===== src/rtl/fmul_pkg.sv =====
// Shared FP32 constants and pipeline record types for the FMUL normalise/round stage.
// The guard/sticky fields exist only when FMUL_ROUND_RNE_EN is defined.
package fmul_pkg;

  localparam int EXP_BITS  = 8;
  localparam int FRAC_BITS = 23;
  localparam int PROD_BITS = 48;
  localparam int BIAS      = 127;
  localparam int EXP_W     = 10;
  localparam int EXP_MAX   = 255;
  localparam logic [FRAC_BITS-1:0] QNAN_FRAC = 23'h400000;

  typedef struct packed {
    logic                       sign;
    logic signed [EXP_W-1:0]    exp;
    logic [FRAC_BITS-1:0]       mant;
`ifdef FMUL_ROUND_RNE_EN
    logic                       guard;
    logic                       sticky;
`endif
    logic                       primal;
    logic [EXP_BITS-1:0]        primal_exp;
    logic [FRAC_BITS-1:0]       primal_frac;
    logic                       error;
  } s1_reg_t;

  typedef struct packed {
    logic                 sign;
    logic [EXP_BITS-1:0]  exp;
    logic [FRAC_BITS-1:0] frac;
    logic                 error;
    logic                 overflow;
    logic                 underflow;
  } result_t;

endpackage


===== src/rtl/fmul_normalize_round_if.sv =====
// Upstream-consumer and downstream-producer signals of the FMUL normalise/round stage.
// The stage itself connects through the slave modport; its driver uses master.
interface fmul_normalize_round_if;
  logic        in_valid;
  logic        in_ready;
  logic        in_sign;
  logic [7:0]  A_exp;
  logic [7:0]  B_exp;
  logic        primal;
  logic [7:0]  primal_exp;
  logic [22:0] primal_frac;
  logic        error;
  logic [47:0] partial_frac;
  logic        out_valid;
  logic        out_ready;
  logic        out_sign;
  logic [7:0]  out_exp;
  logic [22:0] out_frac;
  logic        out_error;
  logic        out_overflow;
  logic        out_underflow;

  modport master (
    output in_valid, in_sign, A_exp, B_exp, primal, primal_exp, primal_frac,
           error, partial_frac, out_ready,
    input  in_ready, out_valid, out_sign, out_exp, out_frac, out_error,
           out_overflow, out_underflow
  );

  modport slave (
    input  in_valid, in_sign, A_exp, B_exp, primal, primal_exp, primal_frac,
           error, partial_frac, out_ready,
    output in_ready, out_valid, out_sign, out_exp, out_frac, out_error,
           out_overflow, out_underflow
  );
endinterface


===== src/rtl/fmul_round_pack.sv =====
// Combinational round (RNE when FMUL_ROUND_RNE_EN is defined, else truncate),
// exponent carry, overflow/underflow saturation and special-case packing.
module fmul_round_pack
  import fmul_pkg::*;
(
  input  s1_reg_t s1,
  output result_t res
);

  localparam logic signed [EXP_W-1:0] EXP_SAT  = EXP_W'(EXP_MAX);
  localparam logic signed [EXP_W-1:0] EXP_ZERO = '0;

  logic                    round_up;
  logic [FRAC_BITS:0]      mant_rnd;
  logic signed [EXP_W-1:0] exp_rnd;

`ifdef FMUL_ROUND_RNE_EN
  assign round_up = s1.guard & (s1.sticky | s1.mant[0]);
`else
  assign round_up = 1'b0;
`endif

  // A carry out of the mantissa leaves the low bits all zero, so frac needs no mux.
  assign mant_rnd = {1'b0, s1.mant} + (FRAC_BITS+1)'(round_up);
  assign exp_rnd  = s1.exp + EXP_W'(mant_rnd[FRAC_BITS]);

  // NOTE: every output gets a default before the branches so no latch is inferred.
  always_comb begin
    res           = '0;
    res.sign      = s1.sign;
    if (s1.error) begin
      res.exp     = 8'hFF;
      res.frac    = QNAN_FRAC;
      res.error   = 1'b1;
    end else if (s1.primal) begin
      res.exp     = s1.primal_exp;
      res.frac    = s1.primal_frac;
    end else if (exp_rnd >= EXP_SAT) begin
      res.exp      = 8'hFF;
      res.overflow = 1'b1;
    end else if (exp_rnd <= EXP_ZERO) begin
      res.underflow = 1'b1;
    end else begin
      res.exp     = exp_rnd[EXP_BITS-1:0];
      res.frac    = mant_rnd[FRAC_BITS-1:0];
    end
  end

endmodule


===== src/rtl/fmul_normalize_round.sv =====
// Two-stage FMUL normalise/round pipeline with valid/ready flow control.
// Define FMUL_ROUND_RNE_EN for round-to-nearest-even; otherwise rounds toward zero.
module fmul_normalize_round #(
  parameter int BIAS  = fmul_pkg::BIAS,
  parameter int EXP_W = fmul_pkg::EXP_W
) (
  input  logic                  clk,
  input  logic                  rst,
  fmul_normalize_round_if.slave bus
);

  fmul_pkg::s1_reg_t s1_next;
  fmul_pkg::s1_reg_t s1_q;
  fmul_pkg::result_t rounded;
  fmul_pkg::result_t out_q;

  logic s1_valid;
  logic s2_valid;
  logic s1_adv;
  logic s2_adv;
  logic norm;
  logic signed [EXP_W-1:0] exp_sum;

  assign s2_adv      = !s2_valid || bus.out_ready;
  assign s1_adv      = !s1_valid || s2_adv;
  assign bus.in_ready = s1_adv;

  // A product in [2,4) has its leading one at bit 47 and needs a one-place shift.
  assign norm    = bus.partial_frac[47];
  assign exp_sum = EXP_W'(bus.A_exp) + EXP_W'(bus.B_exp) - EXP_W'(BIAS) + EXP_W'(norm);

  always_comb begin
    s1_next             = '0;
    s1_next.sign        = bus.in_sign;
    s1_next.exp         = exp_sum;
    s1_next.mant        = norm ? bus.partial_frac[46:24] : bus.partial_frac[45:23];
`ifdef FMUL_ROUND_RNE_EN
    s1_next.guard       = norm ? bus.partial_frac[23] : bus.partial_frac[22];
    s1_next.sticky      = norm ? |bus.partial_frac[22:0] : |bus.partial_frac[21:0];
`endif
    s1_next.primal      = bus.primal;
    s1_next.primal_exp  = bus.primal_exp;
    s1_next.primal_frac = bus.primal_frac;
    s1_next.error       = bus.error;
  end

`ifndef FMUL_ROUND_RNE_EN
  logic unused_lsbs;
  assign unused_lsbs = ^bus.partial_frac[22:0];
`endif

  // NOTE: sequential state uses non-blocking assignments so every register
  // samples pre-edge values regardless of statement order.
  always_ff @(posedge clk) begin
    if (rst) begin
      s1_valid <= 1'b0;
      s2_valid <= 1'b0;
      out_q    <= '0;
    end else begin
      if (s1_adv) s1_valid <= bus.in_valid;
      if (s2_adv) s2_valid <= s1_valid;
      if (s2_adv && s1_valid) out_q <= rounded;
    end
  end

  // NOTE: the S1 payload carries no reset; s1_valid alone qualifies it.
  always_ff @(posedge clk) begin
    if (s1_adv && bus.in_valid) s1_q <= s1_next;
  end

  fmul_round_pack u_round_pack (
    .s1  (s1_q),
    .res (rounded)
  );

  assign bus.out_valid     = s2_valid;
  assign bus.out_sign      = out_q.sign;
  assign bus.out_exp       = out_q.exp;
  assign bus.out_frac      = out_q.frac;
  assign bus.out_error     = out_q.error;
  assign bus.out_overflow  = out_q.overflow;
  assign bus.out_underflow = out_q.underflow;

endmodule

===== src/flat_wrapper.sv =====
// flat-port wrapper written by rule: the top's interface ports become plain ports
module fmul_normalize_round_flat 
#(
  parameter int BIAS  = fmul_pkg::BIAS,
  parameter int EXP_W = fmul_pkg::EXP_W
)
  (clk, rst, bus_in_valid, bus_in_sign, bus_A_exp, bus_B_exp, bus_primal, bus_primal_exp, bus_primal_frac, bus_error, bus_partial_frac, bus_out_ready, bus_in_ready, bus_out_valid, bus_out_sign, bus_out_exp, bus_out_frac, bus_out_error, bus_out_overflow, bus_out_underflow);
  fmul_normalize_round_if bus_i ();
  input  logic clk;
  input  logic rst;
  input wire logic [$bits(bus_i.in_valid)-1:0] bus_in_valid;
  input wire logic [$bits(bus_i.in_sign)-1:0] bus_in_sign;
  input wire logic [$bits(bus_i.A_exp)-1:0] bus_A_exp;
  input wire logic [$bits(bus_i.B_exp)-1:0] bus_B_exp;
  input wire logic [$bits(bus_i.primal)-1:0] bus_primal;
  input wire logic [$bits(bus_i.primal_exp)-1:0] bus_primal_exp;
  input wire logic [$bits(bus_i.primal_frac)-1:0] bus_primal_frac;
  input wire logic [$bits(bus_i.error)-1:0] bus_error;
  input wire logic [$bits(bus_i.partial_frac)-1:0] bus_partial_frac;
  input wire logic [$bits(bus_i.out_ready)-1:0] bus_out_ready;
  output wire logic [$bits(bus_i.in_ready)-1:0] bus_in_ready;
  output wire logic [$bits(bus_i.out_valid)-1:0] bus_out_valid;
  output wire logic [$bits(bus_i.out_sign)-1:0] bus_out_sign;
  output wire logic [$bits(bus_i.out_exp)-1:0] bus_out_exp;
  output wire logic [$bits(bus_i.out_frac)-1:0] bus_out_frac;
  output wire logic [$bits(bus_i.out_error)-1:0] bus_out_error;
  output wire logic [$bits(bus_i.out_overflow)-1:0] bus_out_overflow;
  output wire logic [$bits(bus_i.out_underflow)-1:0] bus_out_underflow;
  assign bus_i.in_valid = bus_in_valid;
  assign bus_i.in_sign = bus_in_sign;
  assign bus_i.A_exp = bus_A_exp;
  assign bus_i.B_exp = bus_B_exp;
  assign bus_i.primal = bus_primal;
  assign bus_i.primal_exp = bus_primal_exp;
  assign bus_i.primal_frac = bus_primal_frac;
  assign bus_i.error = bus_error;
  assign bus_i.partial_frac = bus_partial_frac;
  assign bus_i.out_ready = bus_out_ready;
  assign bus_in_ready = bus_i.in_ready;
  assign bus_out_valid = bus_i.out_valid;
  assign bus_out_sign = bus_i.out_sign;
  assign bus_out_exp = bus_i.out_exp;
  assign bus_out_frac = bus_i.out_frac;
  assign bus_out_error = bus_i.out_error;
  assign bus_out_overflow = bus_i.out_overflow;
  assign bus_out_underflow = bus_i.out_underflow;
  fmul_normalize_round #(.BIAS(BIAS), .EXP_W(EXP_W)) u_core (.clk(clk), .rst(rst), .bus(bus_i));
endmodule

===== config.mk =====
export PLATFORM = sky130hd
export DESIGN_NAME = fmul_normalize_round_flat
export DESIGN_NICKNAME = d
export VERILOG_FILES = /design/src/rtl/fmul_pkg.sv /design/src/rtl/fmul_normalize_round_if.sv /design/src/rtl/fmul_round_pack.sv /design/src/rtl/fmul_normalize_round.sv /design/src/flat_wrapper.sv
export SDC_FILE = /design/constraint.sdc
export NUM_CORES = 1
export LEC_CHECK = 0
export CAP_MARGIN = 20
export CORE_UTILIZATION = 45
export DETAILED_ROUTE_END_ITERATION = 8
export PLACE_DENSITY = 0.72
export SLEW_MARGIN = 20
export SYNTH_ARGS = -nofsm -noshare
export SYNTH_HDL_FRONTEND = slang
export SYNTH_HIERARCHICAL = 1
export SYNTH_SLANG_ARGS = --single-unit

===== constraint.sdc =====
create_clock -name clk -period 9.2 [get_ports clk]
set_input_delay 1.84 -clock clk [delete_from_list [all_inputs] [get_ports clk]]
set_output_delay 1.84 -clock clk [all_outputs]
set_load 0.02 [all_outputs]

* After elaboration in Yosys (flattened, before gate mapping) *
Cells that the tools add are included.

storage, ports and cells
  register bits after elaboration = 104
  input bits = 102
  word-level logic and storage cells = 38

operators by class
  add/subtract/negate cells = 3
  $lt $le $gt $ge = 2
  muxes and demuxes = 12
  reduce and logical (&&, ||, !) cells = 6

operators by type and width
  operator                 number
  $mux W31                 3
  $mux W23                 2
  $add A10 B1 Y10          1
  $ge A10 B9 Y1 const B    1
  $le A10 B1 Y1 const B    1
  $sub A10 B7 Y10 const B  1
  $add A8 B8 Y9            1
  $mux W8                  1
  $mux W1                  4
  $mux W2                  2
  $logic_and A1 B1 Y1      2
  $logic_not A1 Y1         2
  $logic_or A1 B1 Y1       2

* Logic depth before layout (Yosys ltp) *
Gate-level depths: netlist of the first run.

  depth after elaboration = 5
  gate-level depth with buffers = 12
  depth with buffers taken out = 10

* Modules after synthesis *
The synthesis of the first run kept the hierarchy.

by module, submodules not included
  module                times used  cells each  area an instance (um^2)  sequential area each (um^2)
  fmul_normalize_round  1           320         4,077.7                  2,752.6
  fmul_round_pack       1           122         726.9                    0.0

* Worst setup path before layout of the first run *
No wires, ideal clock.

  path type = input port to flip-flop
  from = input port bus_partial_frac[47]
  to = register u_core/s1_q[64] (netlist bit) (data pin)
  library setup time = 0.266 ns
  arrival = 3.970 ns
  setup slack = 4.964 ns
  stages = 12
  path buffers = 2
  path through = clkbuf_1 -> buf_2 -> inv_1 -> ha_1 -> inv_1 -> ha_1 -> inv_1 -> fa_1 -> nand2b_1 -> a21oi_2 -> nor4_1 -> or3b_1

on the way
  cells in the longest elaborated chain, start to end = 1

ends and longest elaborated chain
  element                line                        source
  start, declared        flat_wrapper.sv:19          input wire logic [$bits(bus_i.partial_frac)-1:0] bus_partial_frac;
  $add A10 B1 Y10        fmul_normalize_round.sv:30  assign exp_sum = EXP_W'(bus.A_exp) + EXP_W'(bus.B_exp) - EXP_W'(BIAS) + EXP_W'(norm);
  via u_core.exp_sum[8]  fmul_normalize_round.sv:22  logic signed [EXP_W-1:0] exp_sum;
  end signal, assigned   fmul_normalize_round.sv:68  if (s1_adv && bus.in_valid) s1_q <= s1_next;
  end, declared          fmul_normalize_round.sv:13  fmul_pkg::s1_reg_t s1_q;

The timed path passes the listed nets, and every way through them passes these cells.
A chain may end at the register's enable or synchronous reset.

* Worst setup path after layout of the first run *
  from = input port bus_out_ready
  to = output port bus_in_ready

on the way
  cells in the longest elaborated chain, start to end = 2

ends and longest elaborated chain
  element             line                        source
  start, declared     flat_wrapper.sv:20          input wire logic [$bits(bus_i.out_ready)-1:0] bus_out_ready;
  $logic_or A1 B1 Y1  fmul_normalize_round.sv:24  assign s2_adv = !s2_valid || bus.out_ready;
  $logic_or A1 B1 Y1  fmul_normalize_round.sv:25  assign s1_adv = !s1_valid || s2_adv;
  end, declared       flat_wrapper.sv:21          output wire logic [$bits(bus_i.in_ready)-1:0] bus_in_ready;

Every way passes these cells.

==> key figures, run 1 <==
Routing
  – Metal3 WL: 615 µm
  – Routed via count: 3538
  – Met2 Wirelength: 4.77 mm
  – Top Metal Used: met4
  – Drc violations: 0
  – DRT Pass-1 Iters: 4
  – Final WL: 9.93 mm
  – Number of routed nets with antenna violations: 0
  – Routed length on met1: 4.44 mm
  – Drt initial violations: 161
  – Via density: 5.19
  – WL per Instance: 14.6 µm

Layout
  – Final #Nets: 660
  – Fin area: 6180 µm²
  – Util after Layout: 0.598
  – Fillcell total: 898
  – Area Overhead vs Synth: 28.5%
  – Layout cells sized above 1: 0.104
  – # diodes: 0

Synth
  – Synth cell count leaders: 95 x nand2_1, 67 x edfxtp_1, 45 x a21oi_1
  – Unique cell type count in the Yosys netlist: 47
  – Syn Nets: 561
  – Netlist Area Pre-Place: 4800 µm²
  – Number of enable flip-flop cells after synthesis: 67
  – Syn Area/Cell: 10.9 µm²
  – Dominant cell by count in the synthesized netlist: nand2_1
  – Post-synth top area cell: edfxtp_1
  – Ys Warns: 6
  – Post-synth ARST share: 0
  – Register bit total from synthesis: 104
  – Top cell type's share of synthesized area: 0.419
  – Top cells by area, synth: edfxtp_1 42%, dfxtp_1 15%, nand2_1 7.4%, mux2_2 5.4%, a21oi_1 4.7%
  – Post-synthesis sequential area ratio: 0.573
  – Post-Synthesis Cells: 442
  – Main flop type after synthesis: edfxtp_1

Placement
  – Detailed Place HPWL: 6.84 mm
  – I/O Buffers: 115
  – Gpl congestion: 0.789
  – Placed inst area: 6000 µm²

Global route
  – Largest net degree at the start of global routing: 68
  – First-pass GRT wire length: 15.8 mm
  – Grt total ovfl: 0
  – Total GRT Usage: 0.182
  – Initial antenna violation count: 0
  – Vias in the first global route: 3361

Setup path
  – Worst Path Buf+Inv: 2
  – Worst setup path class: in -> out
  – Critical path arrival: 3.08 ns
  – Worst EP required: 7.36 ns
  – Crit-path max FO: 5
  – Startpoint Class: input pin
  – Slowest stage delay, CP: 0.59 ns
  – Crit path capture type: output port
  – Slowest cell on crit path: clkdlybuf4s50_1
  – Crit path top cell by count: clkdlybuf4s50_1
  – Top Family by Delay on Critical Path: buffers and inverters
  – CP Cell Sequence: clkdlybuf4s50_1 -> nor2b_4 -> nand2_1 -> clkdlybuf4s50_1

Clock network
  – Clk sink count: 104
  – CTS Hold Buffers Added: 0
  – Clock Tree Root: clkbuf_8
  – CTS Buf Count: 9
  – Postcts setup bufs: 0
  – Max clock buf depth: 2
  – CTS H-tree lvls: 3
  – Post-CTS sizing: 0
  – TritonCTS clock tree: built
  – Clock transition at path regs: 0.10 ns
  – Worst-Skew Late Latency: 0.36 ns

Timing
  – Setup TNS: 0 ns
  – Setup violators final: 0
  – Final hold violation count: 0
  – Fmax: 0.203 GHz
  – Worst Tran Pin Value: 1.07 ns
  – RSZ-0062 raised after global routing: false
  – Final Cycle Share: 0.535
  – Pins Over Slew Limit: 0
  – Rel. slew slack: 0.286
  – Clock Skew: 0.0158 ns
  – Minimum clock period: 4.92 ns

Pwr
  – Worst IR Drop VDD: 89.0 µV
  – Pleak: 0.00224 µW
  – Pwr Density: 156 nW/µm²

Floorplanning
  – Row count: 37
  – Initial Util: 0.465
  – Num ports: 139
  – Core area: 10300 µm²
  – Die Wd: 105 µm
  – Die area: 11100 µm²
  – Chip Height: 105 µm

Min path
  – Class of the worst hold path: reg -> reg

Run
  – Max-cap violations: 0

Outcome
  – Status: complete, no violations
==> through the flow <==
| step | setup WS, ns | power, µW | instances | hold WS [ns] |
|---|---|---|---|---|
| floorplan | 4.96 | 653 | 442 | 0.496 |
| global placement | 4.07 | 718 | 666 | 0.441 |
| detailed placement | 4.00 | 722 | 666 | 0.446 |
| CTS | 4.27 | 973 | 682 | 0.460 |
| global route | 4.24 | 1010 | 682 | 0.478 |
| finish | 4.28 | 964 | 682 | 0.457 |
==> path summary, 6_finish.rpt <==
check	from	end	slack [ns]	cells past startpoint
max	bus_out_ready	bus_in_ready	4.28	4
min	u_core/bus.out_frac[6]	u_core/bus.out_frac[6]	0.46	2
max reg2reg	u_core/s1_q[61]	u_core/bus.out_frac[20]	6.83	5
min reg2reg	u_core/bus.out_frac[6]	u_core/bus.out_frac[6]	0.46	2
==> registers in the layout, indices dropped and copies added, names as in the netlist <==
name	cells
u_core/bus.out_error	1
u_core/bus.out_sign	1
u_core/bus.out_overflow	1
u_core/bus.out_valid	1
u_core/bus.out_exp	8
u_core/s1_valid	1
u_core/bus.out_underflow	1
u_core/s1_q	67
u_core/bus.out_frac	23
==> metal layers <==
layer,GRT usage,vias up
met1,0.246,1637
li1,-,1757
met4,0.0604,0
met3,0.0309,10
met5,0,-
met2,0.297,134
==> final cells by class <==
| type | instances | area [µm²] | share of cell area |
|---|---|---|---|
| Sequential cell | 104 | 2750 | 0.446 |
| Multi-Input combinational cell | 272 | 1770 | 0.286 |
| Timing Repair Buffer | 119 | 1180 | 0.191 |
| Tap cell | 136 | 170 | 0.0276 |
| Inverter | 35 | 131 | 0.0213 |
| Clock buffer | 10 | 128 | 0.0207 |
| Clock inverter | 6 | 43.8 | 0.00709 |
==> worst reg2reg max path, cell delays in order, from the launching register on <==
cell	delay [ns]
edfxtp_1	0.43
or4_4	0.58
o31ai_4	0.90
o41ai_1	0.14
nand2_1	0.13
a21oi_1	0.07
==> power by group <==
group          switching [µW]  internal (µW)  leakage [µW]  total, µW
Clock                     153            100     0.0000870        253
Sequential               17.1            532      0.000956        549
Combinational            81.1           81.4       0.00120        163
Total                     251            713       0.00224        964
==> layout by cell type (no fill, tap or decap), drive strengths merged, types with 5 or more instances in the layout <==
master / n
clkdlybuf4s50: 115
nand2: 95
edfxtp: 67
a21oi: 47
dfxtp: 37
inv: 37
mux2: 23
o41ai: 22
ha: 16
clkbuf: 10
nor2: 9
o211ai: 8
nand2b: 6
nor3b: 5
==> kinds of logic after synthesis <==
family / after synthesis / share of synthesized area
AOI/OAI and AO/OA: 93 / 0.133
xor gates and xnor gates: 5 / 0.00911
adders and majority gates: 17 / 0.0458
buffers and inverters: 66 / 0.0609
DFF: 104 / 0.573
muxes: 23 / 0.0539
and+or+nand+nor: 134 / 0.124
Note: power is estimated with default switching activity, not from simulation.
==> run 2, diff against run 1 <==
- CORE_UTILIZATION: 45 -> 43
- clock period: 9.2 -> 4.1 ns (I/O delays scaled with it)
==> run 2 against run 1 <==
Net effect:
- clock skew up 0.0022 ns
- flip-flop and latch count unchanged
- register-to-register slack worse by 5.1 ns
- cell count up 1.0%
- via count down 1.2%
- highest routed layer unchanged
- worst hold slack better by 0.00051 ns
- sequential power up 120%
- non-clock buffer count up 2
==> key figures, run 2 (synthesis gave the netlist of run 1 again) <==
Layout
  – Layout cells sized above 1: 0.104 (about the same)
  – Biggest register: u_core/s1_q (unchanged)
  – Final #Nets: 662 (was 660)
  – Max reg flops: 67 (unchanged)
  – Register area: 2750 µm² (unchanged)
  – Area Overhead vs Synth: 29.7% (was 28.5%)
  – Commonest non-fill, non-tap cell in the layout: clkdlybuf4s50_1 (unchanged)
  – Fillcell total: 956 (was 898)
  – Most frequent cells in the layout: 115 x clkdlybuf4s50_1, 95 x nand2_1, 67 x edfxtp_1, 45 x a21oi_1, 37 x dfxtp_1 (unchanged)
  – Area occupied by multi-input gates: 1770 µm² (unchanged)
  – Fin area: 6230 µm² (was 6180 µm²)
  – Final std cells w/o fill: 689 (was 682)

Routing
  – Via density: 5.08 (was 5.19)
  – Routed via count: 3497 (was 3538)
  – WL per Instance: 14.6 µm (about the same)
  – Drc violations: 0 (unchanged)
  – DRT Pass-1 Iters: 5 (was 4)
  – Final WL: 10.1 mm (was 9.93 mm)
  – Drt initial violations: 194 (was 161)
  – Number of routed nets with antenna violations: 0 (unchanged)

Floorplanning
  – Initial Util: 0.443 (was 0.465)
  – Core area: 10800 µm² (was 10300 µm²)
  – Die area: 11600 µm² (was 11100 µm²)
  – Die Wd: 108 µm (was 105 µm)
  – Num ports: 139 (unchanged)
  – Row count: 38 (was 37)
  – Chip Height: 108 µm (was 105 µm)

Clock network
  – Max clock buf depth: 2 (unchanged)
  – Worst-Skew Late Latency: 0.37 ns (was 0.36 ns)
  – Post-CTS sizing: 0 (unchanged)
  – CTS Buf Count: 9 (unchanged)
  – CTS Hold Buffers Added: 0 (unchanged)
  – Clk sink count: 104 (unchanged)
  – Clock Tree Root: clkbuf_8 (unchanged)
  – CTS H-tree lvls: 3 (unchanged)
  – Postcts setup bufs: 0 (unchanged)
  – Clock transition at path regs: 0.09 ns (was 0.10 ns)
  – TritonCTS clock tree: built (unchanged)

Global route
  – Vias in the first global route: 3317 (was 3361)
  – Largest net degree at the start of global routing: 68 (unchanged)
  – Grt total ovfl: 0 (unchanged)
  – Total GRT Usage: 0.181 (was 0.182)
  – First-pass GRT wire length: 15.8 mm (about the same)
  – Initial antenna violation count: 0 (unchanged)

Placement
  – Pre-CTS setup slack: 0.700 ns (was 4.00 ns)
  – I/O Buffers: 115 (unchanged)
  – Placed inst area: 6040 µm² (was 6000 µm²)
  – Gpl congestion: 0.793 (was 0.789)
  – Placed cell count: 672 (was 666)
  – Detailed Place HPWL: 7.09 mm (was 6.84 mm)

Timing
  – Pins Over Slew Limit: 0 (unchanged)
  – Post-route setup slack: 1.09 ns (was 4.28 ns)
  – Fmax: 0.332 GHz
  – Worst Tran Pin Value: 1.10 ns (was 1.07 ns)
  – Minimum clock period: 3.01 ns
  – RSZ-0062 raised after global routing: false (unchanged)
  – Final hold violation count: 0 (unchanged)
  – Final Cycle Share: 0.735
  – Setup violators final: 0 (unchanged)
  – Rel. slew slack: 0.265 (was 0.286)
  – Clock Skew: 0.0180 ns (was 0.0158 ns)
  – Setup TNS: 0 ns (unchanged)

Outcome
  – Status: complete, no violations (unchanged)

Setup path
  – Top Family by Delay on Critical Path: adder cells (was buffers and inverters)
  – CP Cell Sequence: clkdlybuf4s50_1 -> inv_1 -> ha_1 -> inv_1 -> ha_1 -> inv_1 -> fa_1 -> nand2b_1 -> a21oi_2 -> nor4_1 -> or3b_1 (was clkdlybuf4s50_1 -> nor2b_4 -> nand2_1 -> clkdlybuf4s50_1)
  – FF-to-FF setup slack: 1.75 ns (was 6.83 ns)
  – Slowest cell on crit path: clkdlybuf4s50_1 (unchanged)
  – Worst Path Buf+Inv: 4 (was 2)
  – Crit path capture type: flop (was output port)
  – Worst setup path class: in -> reg (was in -> out)
  – Startpoint Class: input pin (unchanged)
  – Critical path arrival: 3.12 ns (was 3.08 ns)
  – Slowest stage delay, CP: 0.50 ns (was 0.59 ns)
  – Crit-path max FO: 3 (was 5)
  – Worst EP required: 4.20 ns (was 7.36 ns)
  – Crit path top cell by count: inv_1 (was clkdlybuf4s50_1)

Run
  – Max-cap violations: 0 (unchanged)

Min path
  – Class of the worst hold path: reg -> reg (unchanged)

Pwr
  – Pwr Total: 2220 µW (was 964 µW)
  – Worst IR Drop VDD: 146 µV (was 89.0 µV)
  – Pleak: 0.00227 µW (was 0.00224 µW)
  – Pwr Density: 357 nW/µm² (was 156 nW/µm²)
## run 2: cell types whose count changed in the layout (fill, tap and decap cells not counted), sizes merged
cell and delta:
bufinv +1, inv -1, buf +2, clkbuf +3, diode +1, clkinv -2
clkinvlp -1
## run 2: stage by stage
stage	utilization	hold WS (ns)
CTS	0.574	0.459
finish	0.575	0.458
global placement	0.557	0.442
floorplan	-	0.496
global route	0.574	0.472
detailed placement	0.557	0.448
## run 2: path summary, 6_finish.rpt
check / depth (start not counted) / from / end
setup / recovery: 11 / bus_partial_frac[47] / u_core/s1_q[64]
hold / removal: 2 / u_core/bus.out_frac[8] / u_core/bus.out_frac[8]
setup reg to reg: 5 / u_core/s1_q[61] / u_core/bus.out_frac[2]
hold reg to reg: 2 / u_core/bus.out_frac[8] / u_core/bus.out_frac[8]
## run 2: worst min-delay path: stages (launching register included)
cell,delay [ns]
dfxtp_1,0.32
nand2_1,0.05
a21oi_1,0.05
## run 2: final cells by class
cell class	instances	share of cell area
Inverter	35	0.0211
Clock buffer	13	0.0239
Antenna cell	1	0.000402
Sequential cell	104	0.442
Timing Repair Buffer	121	0.194
Tap cell	140	0.0281
Clock inverter	3	0.00663
Multi-Input combinational cell	272	0.284
## run 2: per-layer routing
layer | global-route usage | vias to the layer above | routed length [µm]
li1 | - | 1758 | -
met1 | 0.237 | 1603 | 4530
met2 | 0.286 | 118 | 4690
met3 | 0.0315 | 18 | 634
met4 | 0.0939 | 0 | 225
met5 | 0 | - | 0
## run 2: power breakdown
part | leakage [µW] | switching [µW] | internal [µW]
Sequential | 0.000956 | 31.5 | 1190
Clock | 0.0000980 | 326 | 300
Combinational | 0.00121 | 188 | 185
==> run 3, diff against run 2 <==
- clock period: 4.1 -> 2.7 ns (I/O delays scaled with it)
==> run 3 against run 2 <==
Net effect:
- clock skew shrank 0.00087 ns
- non-clock buffer count is 7 higher
- final area up 0.72%
- core utilization increased by 0.42 points
- sequential share of layout area shrank 0.32 points
- critical path depth unchanged
- combinational power is 58% higher
- total power up 48%
- clock-buffer cell count down 2
- global-route usage up 0.23 points
- largest power group unchanged
==> key figures, run 3 (synthesis gave the netlist of run 1 again) <==
Outcome
  – Status: complete, no violations (unchanged)

Routing
  – Number of routed nets with antenna violations: 0 (unchanged)
  – Routed via count: 3549 (was 3497)
  – Via density: 5.11 (was 5.08)
  – DRT Pass-1 Iters: 4 (was 5)
  – WL per Instance: 14.5 µm (was 14.6 µm)
  – Drt initial violations: 152 (was 194)
  – Drc violations: 0 (unchanged)
  – Final WL: 10.1 mm (about the same)

Min path
  – Class of the worst hold path: reg -> reg (unchanged)
  – WHS Path Cells: 2 (unchanged)
  – Worst Hold Endpoint: u_core/bus.out_frac[2] (was u_core/bus.out_frac[8])
  – Hold Path Origin: u_core/bus.out_frac[2] (was u_core/bus.out_frac[8])

Clock network
  – Clock Tree Root: clkbuf_8 (unchanged)
  – Worst-Skew Late Latency: 0.36 ns (was 0.37 ns)
  – CTS H-tree lvls: 3 (unchanged)
  – Post-CTS sizing: 0 (unchanged)
  – Clock transition at path regs: 0.09 ns (about the same)
  – CTS Buf Count: 9 (unchanged)
  – Postcts setup bufs: 0 (unchanged)
  – Max clock buf depth: 2 (unchanged)
  – CTS Hold Buffers Added: 0 (unchanged)
  – TritonCTS clock tree: built (unchanged)
  – Clk sink count: 104 (unchanged)

Layout
  – Area Overhead vs Synth: 30.6% (was 29.7%)
  – # diodes: 0 (was 1)
  – Register area: 2750 µm² (unchanged)
  – Commonest non-fill, non-tap cell in the layout: clkdlybuf4s50_1 (unchanged)
  – Final std cells w/o fill: 695 (was 689)
  – Layout cells sized above 1: 0.121 (was 0.104)
  – Final #Nets: 669 (was 662)
  – Max reg flops: 67 (unchanged)
  – Fillcell total: 957 (was 956)
  – Most frequent cells in the layout: 115 x clkdlybuf4s50_1, 95 x nand2_1, 67 x edfxtp_1, 45 x a21oi_1, 37 x dfxtp_1 (unchanged)
  – Util after Layout: 0.579 (was 0.575)
  – Biggest register: u_core/s1_q (unchanged)
  – Area occupied by multi-input gates: 1790 µm² (was 1770 µm²)

Floorplanning
  – Num ports: 139 (unchanged)
  – Chip Height: 108 µm (unchanged)
  – Row count: 38 (unchanged)
  – Initial Util: 0.443 (unchanged)
  – Die Wd: 108 µm (unchanged)
  – Core area: 10800 µm² (unchanged)
  – Die area: 11600 µm² (unchanged)

Pwr
  – Sw Share: 0.258 (was 0.245)
  – Clk pwr share: 0.257 (was 0.281)
  – Int Pwr: 2440 µW (was 1680 µW)
  – Switching power: 850 µW (was 545 µW)
  – Worst IR Drop VDD: 237 µV (was 146 µV)
  – Pwr Density: 525 nW/µm² (was 357 nW/µm²)
  – Pleak: 0.00229 µW (was 0.00227 µW)
  – Part of the power in registers: 0.564 (was 0.551)
  – Combinational share of power: 0.179 (was 0.168)

Global route
  – Total GRT Usage: 0.183 (was 0.181)
  – Initial antenna violation count: 0 (unchanged)
  – Vias in the first global route: 3480 (was 3317)
  – First-pass GRT wire length: 16.3 mm (was 15.8 mm)
  – Largest net degree at the start of global routing: 68 (unchanged)
  – Grt total ovfl: 0 (unchanged)

Placement
  – I/O Buffers: 115 (unchanged)
  – Detailed Place HPWL: 7.11 mm (was 7.09 mm)
  – Placed cell count: 679 (was 672)
  – Gpl congestion: 0.785 (was 0.793)

Setup path
  – FF-to-FF setup slack: 0.78 ns (was 1.75 ns)
  – Worst EP required: 2.79 ns (was 4.20 ns)
  – R2R depth: 6 (was 5)
  – Worst R2R Start: u_core/s1_q[61] (unchanged)
  – Startpoint Class: input pin (unchanged)
  – Critical path arrival: 2.66 ns (was 3.12 ns)
  – RR Endpoint: u_core/bus.out_frac[9] (was u_core/bus.out_frac[2])
  – Crit-path max FO: 3 (unchanged)
  – Crit path capture type: flop (unchanged)
  – Worst setup path class: in -> reg (unchanged)

Run
  – Max-cap violations: 0 (unchanged)

Timing
  – Pins Over Slew Limit: 0 (unchanged)
  – Clock Skew: 0.0171 ns (was 0.0180 ns)
  – Minimum clock period: 2.57 ns
  – Final hold violation count: 0 (unchanged)
  – RSZ-0062 raised after global routing: false (unchanged)
  – Setup violators final: 0 (unchanged)
  – Fmax: 0.390 GHz
  – Setup TNS: 0 ns (unchanged)
  – Rel. slew slack: 0.670 (was 0.265)
  – Final Cycle Share: 0.950
  – Worst Tran Pin Value: 0.493 ns (was 1.10 ns)
run 3: cell count changes in the layout (fill, tap and decap cells not counted), sizes merged:
cell,delta
clkinv,+1
clkbuf,-2
diode,-1
clkinvlp,+3
bufinv,-1
buf,+7
inv,-1
run 3: critical path: stages:
cell	delay, ns
clkdlybuf4s50_1	0.48
inv_1	0.05
ha_1	0.26
inv_1	0.05
ha_1	0.15
inv_1	0.06
fa_2	0.34
nand2b_4	0.16
a21oi_4	0.14
nor4_1	0.07
or3b_1	0.34
run 3: power by group through the flow:
stage / registers (µW) / clock network, µW / logic (µW)
final: 1860 / 846 / 590
after floorplan: 1900 / 0 / 321
after detailed placement: 1890 / 0 / 582
after CTS: 1860 / 872 / 586
after global routing: 1870 / 947 / 644
after global placement: 1890 / 0 / 572
run 3: worst max path at each step:
stage / startpoint / to / slack, ns / depth (start not counted)
floorplan: bus_partial_frac[47] / u_core/s1_q[64] / -0.11 / 12
global placement: bus_partial_frac[47] / u_core/s1_q[64] / -0.29 / 11
detailed placement: bus_partial_frac[47] / u_core/s1_q[64] / -0.34 / 11
CTS: bus_partial_frac[47] / u_core/s1_q[64] / 0.03 / 11
global route: bus_partial_frac[47] / u_core/s1_q[64] / 0.02 / 11
finish: bus_partial_frac[47] / u_core/s1_q[64] / 0.13 / 11
run 3: cell type report:
type	count	area share
multi-input cells	272	0.285
well taps	140	0.0279
inverters	35	0.0209
clock buffers	11	0.0209
repair buffers	128	0.201
clock inverters	5	0.00578
flip-flops and latches	104	0.439
run 3: layer usage:
metal / routed length, µm / global-route usage
met5: 0 / 0
met4: 110 / 0.0509
met3: 569 / 0.0400
met2: 4910 / 0.306
met1: 4500 / 0.239
run 3: metrics by stage:
step	cell area (µm²)	setup slack, ns	hold slack (ns)	power [µW]
2_1_floorplan	4810	-0.107	0.496	2220
3_3_place_gp	6090	-0.285	0.442	2460
3_5_place_dp	6090	-0.343	0.448	2480
4_1_cts	6260	0.0274	0.460	3320
5_1_grt	6270	0.0244	0.487	3460
6_report	6270	0.134	0.459	3290
==> patch, RTL diff (config.mk and constraints of run 2) <==
`EXP_MAX`: 255 -> 127.
--- a/src/rtl/fmul_pkg.sv
+++ b/src/rtl/fmul_pkg.sv
@@ -7,7 +7,7 @@
   localparam int PROD_BITS = 48;
   localparam int BIAS      = 127;
   localparam int EXP_W     = 10;
-  localparam int EXP_MAX   = 255;
+  localparam int EXP_MAX   = 127;
   localparam logic [FRAC_BITS-1:0] QNAN_FRAC = 23'h400000;
 
   typedef struct packed {
Behaviour: not the same (a bounded check fails within 4 cycles, from zero or initial values and one cycle with rst high).
==> patch against run 2 <==
Non-clock buffer count did not move; routed wire length increased by 0.89%; sequential share of layout area is 1.6 points lower; area after synthesis rose by 3.5%; critical path type unchanged; worst setup slack worse by 0.038 ns; critical path depth unchanged; cell count up 0.29%; sequential cell count is the same; die area is 3.4% higher; cell area increased by 3.9%; power up 11%; register-to-register slack better by 0.24 ns.
==> patch: results (changes against run 2) <==
outcome finished clean (unchanged); post-synthesis sequential area ratio 55.4% (was 57.3%); slowest cell delay on critical path 0.47 ns (was 0.50 ns); HPWL after DPL 7110 microns (was 7090 microns); number of global-route vias before repair 3460 (was 3317); Max IR drop VDD 251 uV (was 146 uV); Synth area leaders edfxtp_1, dfxtp_1, nand2_1, mux2_2, a21oi_1 (unchanged); setup TNS 0 ns (unchanged); Post-synth top cells nand2_1, edfxtp_1, a21oi_1, dfxtp_1, mux2_2 (was nand2_1, edfxtp_1, a21oi_1, dfxtp_1, inv_1); Final Wtd Congestion 0.824 (was 0.793); Worst-path clk slew 0.07 ns (was 0.09 ns); root buf cell clkbuf_16 (was clkbuf_8); Worst-Skew Late Latency 0.33 ns (was 0.37 ns); largest net degree at the start of global routing 44 (was 68); Slew Limit Headroom 33.4% (was 26.5%); Via density 5.07 (was 5.08); Post-Place Cell Area 6160 sq um (was 6040 sq um); syn nets 562 (was 561); Filler cells 934 (was 956); Reg2Reg Setup Slack 1.99 ns (was 1.75 ns); ant diodes 0 (was 1); Routed WL 10200 microns (was 10100 microns); Nets 665 (was 662); die area 12000 sq um (was 11600 sq um); global-route wire length before repair 16300 microns (was 15800 microns); synth unique cells 46 (was 47); DRT iter0 DRCs 181 (was 194); critical path data arrival time 3.13 ns (was 3.12 ns); LEAKAGE 2.30 nW (was 2.27 nW); fraction of layout cells with a size suffix above 1 13.6% (was 10.4%); clock skew 0.00743 ns (was 0.0180 ns)
patch: cell count changes in the layout (fill, tap and decap cells not counted), moves of 9 or more:
cell / run 2 / this run
clkbuf_16: 0 / 9
inv_1: 35 / 13
o31ai_4: 1 / 10
o31ai_2: 0 / 9
o41ai_1: 21 / 0
nand2_1: 95 / 124
patch: final timing paths:
path,to,depth (start not counted),from
setup / recovery,u_core/s1_q[64]$_DFFE_PP_,11,bus_partial_frac[47]
hold / removal,u_core/bus.out_error$_SDFFE_PP0P_,2,u_core/bus.out_error$_SDFFE_PP0P_
setup reg to reg,u_core/bus.out_frac[10]$_SDFFE_PP0P_,5,u_core/s1_q[32]$_DFFE_PP_
hold reg to reg,u_core/bus.out_error$_SDFFE_PP0P_,2,u_core/bus.out_error$_SDFFE_PP0P_
patch: power by group:
group	total [mW]	internal, mW	switching [mW]
logic	0.379	0.183	0.196
registers	1.22	1.19	0.0313
clock network	0.861	0.505	0.356
patch: per-layer routing:
layer  routed length, microns  share of wire, %  up-vias  GRT usage (%)
met5                        0                 0        -              0
met4                       78              0.77        0           5.71
met3                      687               6.8        4           3.79
met2                     5090                50      114           31.0
met1                     4320                42     1632           21.7
li1                         -                 -     1752              -
patch: stage by stage:
step	setup slack, ns	hold WS, ns	power (mW)	util (%)	cells
6_report	1.05	0.457	2.46	58.7	691
5_1_grt	0.904	0.480	2.57	58.7	691
4_1_cts	1.07	0.461	2.49	58.7	691
3_5_place_dp	0.711	0.451	1.63	55.9	675
3_3_place_gp	0.767	0.443	1.62	55.9	675
2_1_floorplan	0.884	0.496	1.48	-	443
patch: final cells by class:
class / instances / share of cell area [%]
sequential: 104 / 42.5
clock inverter: 5 / 0.831
tap: 140 / 2.71
multi-input combinational: 297 / 30.6
timing repair buffer: 121 / 18.7
clock buffer: 11 / 3.91
inverter: 13 / 0.754
patch: cell families after synthesis:
logic type / share of synthesized area (%)
xor+xnor: 0.881
compound gates: 14.6
flops: 55.4
fa+ha+maj: 4.43
buf+inv: 4.98
simple gates: 14.5
mux: 5.21
patch: worst register-to-register path, stage by stage (launching register included):
cell and delay, ns:
edfxtp_1 0.59, nor2b_2 0.89, nand2_1 0.23, o31ai_4 0.09
nand2_1 0.08, a21oi_1 0.16
